File: config.mk
export PLATFORM = sky130hd
export DESIGN_NAME = serial_subtractor
export DESIGN_NICKNAME = d
export VERILOG_FILES = /design/src/rtl/serial_subtractor.sv
export SDC_FILE = /design/constraint.sdc
export NUM_CORES = 1
export LEC_CHECK = 0
export ABC_AREA = 1
export CAP_MARGIN = 0
export CORE_MARGIN = 8
export CORE_UTILIZATION = 54
export CTS_BUF_LIST = sky130_fd_sc_hd__clkbuf_4 sky130_fd_sc_hd__clkbuf_8 sky130_fd_sc_hd__clkbuf_16
export DETAILED_ROUTE_END_ITERATION = 16
export HOLD_SLACK_MARGIN = 0.03
export PLACE_DENSITY_LB_ADDON = 0.15
export SLEW_MARGIN = 30
export SYNTH_ARGS = -nofsm -noshare
export SYNTH_HDL_FRONTEND = slang
export SYNTH_SLANG_ARGS = --single-unit
File: constraint.sdc
create_clock -name clk -period 2.5 [get_ports clk]
set_input_delay 0.5 -clock clk [delete_from_list [all_inputs] [get_ports clk]]
set_output_delay 0.5 -clock clk [all_outputs]
set_load 0.03 [all_outputs]
File: src/rtl/serial_subtractor.sv
// Multi-cycle N-bit subtractor: diff = a - b - b_in, W bits per clock from the LSB up,
// with valid/ready handshakes and borrow/overflow/zero flags captured at completion.
module serial_subtractor #(
  parameter int N = 32,
  parameter int W = 1
) (
  input  logic         clk,
  input  logic         rst_n,
  input  logic         in_valid,
  output logic         in_ready,
  input  logic [N-1:0] a,
  input  logic [N-1:0] b,
  input  logic         b_in,
  output logic         out_valid,
  input  logic         out_ready,
  output logic [N-1:0] diff,
  output logic         b_out,
  output logic         overflow,
  output logic         zero
);

  localparam int CHUNKS = N / W;
  localparam int CW     = $clog2(CHUNKS + 1);

  generate
    if ((W < 1) || (N % W != 0)) begin : g_bad_width
      $error("serial_subtractor: N must be a positive multiple of W");
    end
  endgenerate

  typedef enum logic [1:0] {IDLE, RUN, DONE} state_t;

  state_t        state_q;
  logic [N-1:0]  a_q;
  logic [N-1:0]  nb_q;
  logic [N-1:0]  diff_q;
  logic          carry_q;
  logic [CW-1:0] cnt_q;
  logic          a_sign_q;
  logic          b_sign_q;
  logic          in_ready_q;
  logic          out_valid_q;
  logic          b_out_q;
  logic          overflow_q;
  logic          zero_q;

  logic [W:0]    chain;
  logic [W-1:0]  sum_w;
  logic [N-1:0]  sum_ext;
  logic [N-1:0]  diff_d;
  logic          carry_d;
  logic          last_chunk;

  // W-bit ripple over the low chunk of a and ~b; carry enters as ~borrow.
  assign chain[0] = carry_q;
  for (genvar gi = 0; gi < W; gi++) begin : g_fa
    assign sum_w[gi]     = a_q[gi] ^ nb_q[gi] ^ chain[gi];
    assign chain[gi + 1] = (a_q[gi] & nb_q[gi]) | (chain[gi] & (a_q[gi] ^ nb_q[gi]));
  end
  assign carry_d = chain[W];

  always_comb begin
    sum_ext          = '0;
    sum_ext[W-1:0]   = sum_w;
  end

  // New sum bits enter at the top so the LSB chunk ends at bit 0 after N/W shifts.
  assign diff_d     = (diff_q >> W) | (sum_ext << (N - W));
  assign last_chunk = (cnt_q == CW'(CHUNKS - 1));

  assign in_ready  = in_ready_q;
  assign out_valid = out_valid_q;
  assign diff      = diff_q;
  assign b_out     = b_out_q;
  assign overflow  = overflow_q;
  assign zero      = zero_q;

  always_ff @(posedge clk or negedge rst_n) begin
    if (!rst_n) begin
      state_q     <= IDLE;
      a_q         <= '0;
      nb_q        <= '0;
      diff_q      <= '0;
      carry_q     <= 1'b0;
      cnt_q       <= '0;
      a_sign_q    <= 1'b0;
      b_sign_q    <= 1'b0;
      in_ready_q  <= 1'b0;
      out_valid_q <= 1'b0;
      b_out_q     <= 1'b0;
      overflow_q  <= 1'b0;
      zero_q      <= 1'b0;
    end else begin
      case (state_q)
        IDLE: begin
          in_ready_q  <= 1'b1;
          out_valid_q <= 1'b0;
          if (in_valid && in_ready_q) begin
            a_q        <= a;
            nb_q       <= ~b;
            carry_q    <= ~b_in;
            a_sign_q   <= a[N-1];
            b_sign_q   <= b[N-1];
            cnt_q      <= '0;
            in_ready_q <= 1'b0;
            state_q    <= RUN;
          end
        end
        RUN: begin
          a_q     <= a_q >> W;
          nb_q    <= nb_q >> W;
          diff_q  <= diff_d;
          carry_q <= carry_d;
          cnt_q   <= cnt_q + 1'b1;
          if (last_chunk) begin
            state_q     <= DONE;
            out_valid_q <= 1'b1;
            b_out_q     <= ~carry_d;
            overflow_q  <= (a_sign_q != b_sign_q) && (diff_d[N-1] != a_sign_q);
            zero_q      <= ~|diff_d;
          end
        end
        DONE: begin
          if (out_ready) begin
            out_valid_q <= 1'b0;
            in_ready_q  <= 1'b1;
            state_q     <= IDLE;
          end
        end
        default: begin
          state_q <= IDLE;
        end
      endcase
    end
  end

endmodule

# Word level (Yosys, flattened, before mapping)
# Cells that the tools add are included.
# totals
reg_bits	112
input_bits	69
out_inout_bits	37
elab_cells	63
# classes
add_sub_neg	1
eq_ne	8
mux	18
n_bitwise	9
reduce_logical	14
# op_table
cell	count
32-bit one-hot mux with 2 select lines	2
32-bit 2-to-1 mux	2
32-bit NOT	1
31-bit by 32-bit bitwise OR with 32-bit output	1
32-bit OR reduction	1
6-bit one-hot mux with 2 select lines	1
2-bit AND reduction	4
6-bit by 1-bit adder with 6-bit output (second input constant)	1
6-bit by 5-bit equality test with 1-bit output (second input constant)	1
2-bit 2-to-1 mux	3
6-bit 2-to-1 mux	1
2-bit inequality test (second input constant)	3
2-bit one-hot mux with 3 select lines	1
3-bit AND reduction	2
1-bit 2-to-1 mux	5
1-bit one-hot mux with 2 select lines	2
2-bit nonzero test	2
1-bit one-hot mux with 3 select lines	1
3-bit nonzero test	1
1-bit AND	2
2-bit by 1-bit equality test with 1-bit output (second input constant)	1
2-bit equality test (second input constant)	1
1-bit logical AND	2
2-bit logical NOT	1
5 further kinds	8

# Logic depth before layout (Yosys ltp)
# logic_depth
depth_word	5
ltp_mapped	8
depth_no_buf	8

# Worst setup path before layout
# Ideal clock, no wire load.
# synth_timing
path_type	reg-to-reg
from	reg a_q[0]
to	reg zero_q, in the netlist zero
setup_ns	0.065
t_arrival_ns	1.348
required_time_ns	2.435
slack_ns	1.086
path_stages_with_launch	9
path_buffers	0
period_less_slack_ns	1.414
cell_sequence	dfrtp_1 inv_1 fa_1 nand2_1 nor2_1 nand2_1 nor2_1 nand3_1 nand2_1
# synth_via
elab_chain_len	5
# synth_rtl
element	line_no	text
start, declared	34	logic [N-1:0] a_q;
start signal, assigned	110	a_q <= a_q >> W;
1-bit XOR (2 in series)	57	assign sum_w[gi] = a_q[gi] ^ nb_q[gi] ^ chain[gi];
31-bit by 32-bit bitwise OR with 32-bit output	68	assign diff_d = (diff_q >> W) | (sum_ext << (N - W));
32-bit OR reduction	120	zero_q <= ~|diff_d;
1-bit logical NOT	120	
end signal, assigned	120	
end, declared	45	logic zero_q;
# Every way passes these cells.
# A chain may end at the register's enable or synchronous reset.

# Worst setup path after layout
# layout_timing
from	reg diff_q[16], in the netlist diff[16]
to	out diff[16]
# layout_rtl
element	line_no	text
start, declared	36	logic [N-1:0] diff_q;
start signal, assigned	112	diff_q <= diff_d;
end, declared	16	output logic [N-1:0] diff,
# No word-level cell between the ends.

==> results.md <==
- Final WS setup: 0.5262 ns
- Slowest stage delay, CP: 0.69 ns
- Slew Limit Fails: 0
- Cell area after synthesis: 4795 um^2
- DIE AREA: 12,150 um^2
- P_leak: 2.780 nW
- Min Hold Slack: 0.04182 ns
- Async SR Flop Fraction: 1.000
- Antenna violations before repair: 0
- Worst slew pin tran: 0.5512 ns
- Vias: 3,916
- Core Area: 8678 um^2
- CP Capture Type: output pin
- Post-Synthesis Cells: 542
- Seq cells post-synth: 112
- Worst Hold Class: in2async
- GP Congestion: 0.7543
- H-tree depth: 3
- Nets: 708
- Leading area contributor after synthesis: dfrtp_1
- Crit path kind: reg2out
- I/O pin count: 106
- Post-synth top area share: 0.5846
- 1st-iter DRT viols: 155
- Max Root-Sink Buffers: 2
- Maximum clock frequency: 0.5066 GHz
- Max-Slew Margin vs Limit: 0.6320
- Cts hold-fix bufs: 0
- Post-DR vias/cell: 5.221
- Synth area leaders: dfrtp_1 (58%), nand2_1 (12%), nor2_1 (5.8%)
- Area Growth Syn to Fin: 27.61%
- Max-cap violations: 0
- Minimum clock period: 1.974 ns
- Crit path launch: diff[16]
- Worst path slowest cell: clkdlybuf4s50_1
- YS warnings: 0
- DRT Pass-1 Iters: 5
- CP Cell Sequence: clkdlybuf4s50_1
- Die width: 110.2 um
- Count of buffers from port buffering: 105
- WP buf/inv: 1
- Netlist cell types: 26
- Top FF cell, synth: dfrtp_1
- Peak supply drop: 0.5282 mV
- Fin Setup TNS: 0 ns
- Crit Path Max Fanout: 4
- Clock skew: 0.01265 ns
- Final-report hold violation count: 0
- Row cnt: 34
- Number of global-route vias before repair: 4,023
- Final core utilization: 0.7050
- Wire per inst: 14.61 um
- Skew-Pair Late Insertion Delay: 0.36 ns
- Status: finished clean
- Clock slew at reported path FFs: 0.11 ns
- Seq/Total Area, Yosys: 0.5846
- Total GRT Usage: 0.1853
- Layout cells sized above 1: 0.05919
- CTS Sinks: 112
- GRT overflow: 0
- Critical Path RT: 2.00 ns
- Startpoint types: register
- Worst path arrival time: 1.47 ns
- Wire length of the first global-routing pass: 18.00 mm
- ANT nets after route: 0
- Die Y: 110.2 um
- CTS root buffer: clkbuf_8
- Post-CTS setup buffer count: 0
- DRC viols: 0
- Detailed placer's ending HPWL: 7.876 mm
- TritonCTS clock tree: done
- Synth Area per Inst: 8.846 um^2
- Routed wire length: 10.96 mm
- CTS Buf Count: 9
- Crit Reg-Reg Startpoint: state_q[0]
- Largest net degree at the start of global routing: 61
- # diodes: 0
- Post-cts repair resize count: 0
- Final Total Pwr: 7.295 mW
- Final period utilization: 0.7895
- Post-synth EDFFs: 0
- Syn nets: 613
- Final setup fails: 0
- Initial Util: 0.5525
- P per Cell Area: 1192 nW/um^2
- RSZ-0062 raised after global routing: no
- Place WS: 0.3907 ns
- CP top delay family: buffers and inverters
==> state kept, by name (all words and copies together), names as in the netlist, 2 cells and up <==
signal / flops
a_q: 32
diff: 32
nb_q: 32
cnt_q: 6
state_q: 2
==> stage by stage <==
stage | instance area, um^2 | instances
after floorplan | 4795 | 542
after global placement | 5909 | 734
after detailed placement | 5909 | 734
after CTS | 6118 | 750
after global routing | 6118 | 750
final | 6118 | 750
==> cell usage after synthesis (3+ instances only) <==
cell / count
nand2_1: 149
dfrtp_1: 112
nor2_1: 74
inv_1: 51
o21ai_1: 25
o21ai_0: 22
o22ai_1: 22
nand3_1: 16
buf_2: 13
o211ai_1: 11
clkbuf_1: 9
o221ai_1: 7
a21oi_1: 4
buf_4: 4
inv_2: 4
nand2_2: 3
o211ai_2: 3
o221ai_2: 3
==> logic make-up after synthesis <==
logic type | synth area share
fa+ha+maj | 0.006785
flops | 0.5846
simple gates | 0.1999
buf+inv | 0.07463
compound gates | 0.1341
==> worst paths after layout <==
kind / endpoint / slack, ns / depth (start not counted)
max: diff[16] / 0.53 / 1
min: nb_q[28] / 0.04 / 1
max reg2reg: a_q[2] / 0.66 / 5
min reg2reg: a_q[13] / 0.49 / 2
max in group asynchronous: diff[4] / 1.71 / 2
min in group clk: a_q[13] / 0.49 / 2
==> layer usage <==
layer  up-vias  part of all wire  GRT usage
met5         -                 0          0
met4         0             0.029    0.08754
met3        27             0.059    0.03198
met2       103              0.48     0.3211
met1      1861              0.43     0.2201
li1       1925                 -          -
==> worst reg2reg max path: cells and delay by family (launching register included) <==
family / cells / cell delay, ns
flip-flops: 1 / 0.44
AO/OA/AOI/OAI: 1 / 0.12
buffers and inverters: 1 / 0.47
AND/OR/NAND/NOR: 3 / 0.73
==> power by group <==
part           internal, mW  switching (mW)
clock                 0.510           0.598
sequential             2.61           0.492
combinational          1.24            1.84
total                  4.36            2.93
==> layout make-up <==
class	instances	area [um^2]
Tap cell	108	135.1
Clock inverter	5	63.81
Fill cell	699	2560
Timing Repair Buffer	112	1126
Sequential cell	112	2803
Multi-Input combinational cell	347	1639
Clock buffer	11	145.1
Inverter	55	206.4
==> placed cells by master, fill, tap and decap left out, drive strengths merged, types with 2 or more instances in the layout <==
cell           instances
nand2                152
dfrtp                112
clkdlybuf4s50        104
nor2                  74
inv                   56
o21ai                 47
o22ai                 22
nand3                 16
o211ai                14
clkbuf                11
o221ai                10
buf                    8
a21oi                  4
nand4                  2
clkinv                 2
(Power assumes the default switching activity.)
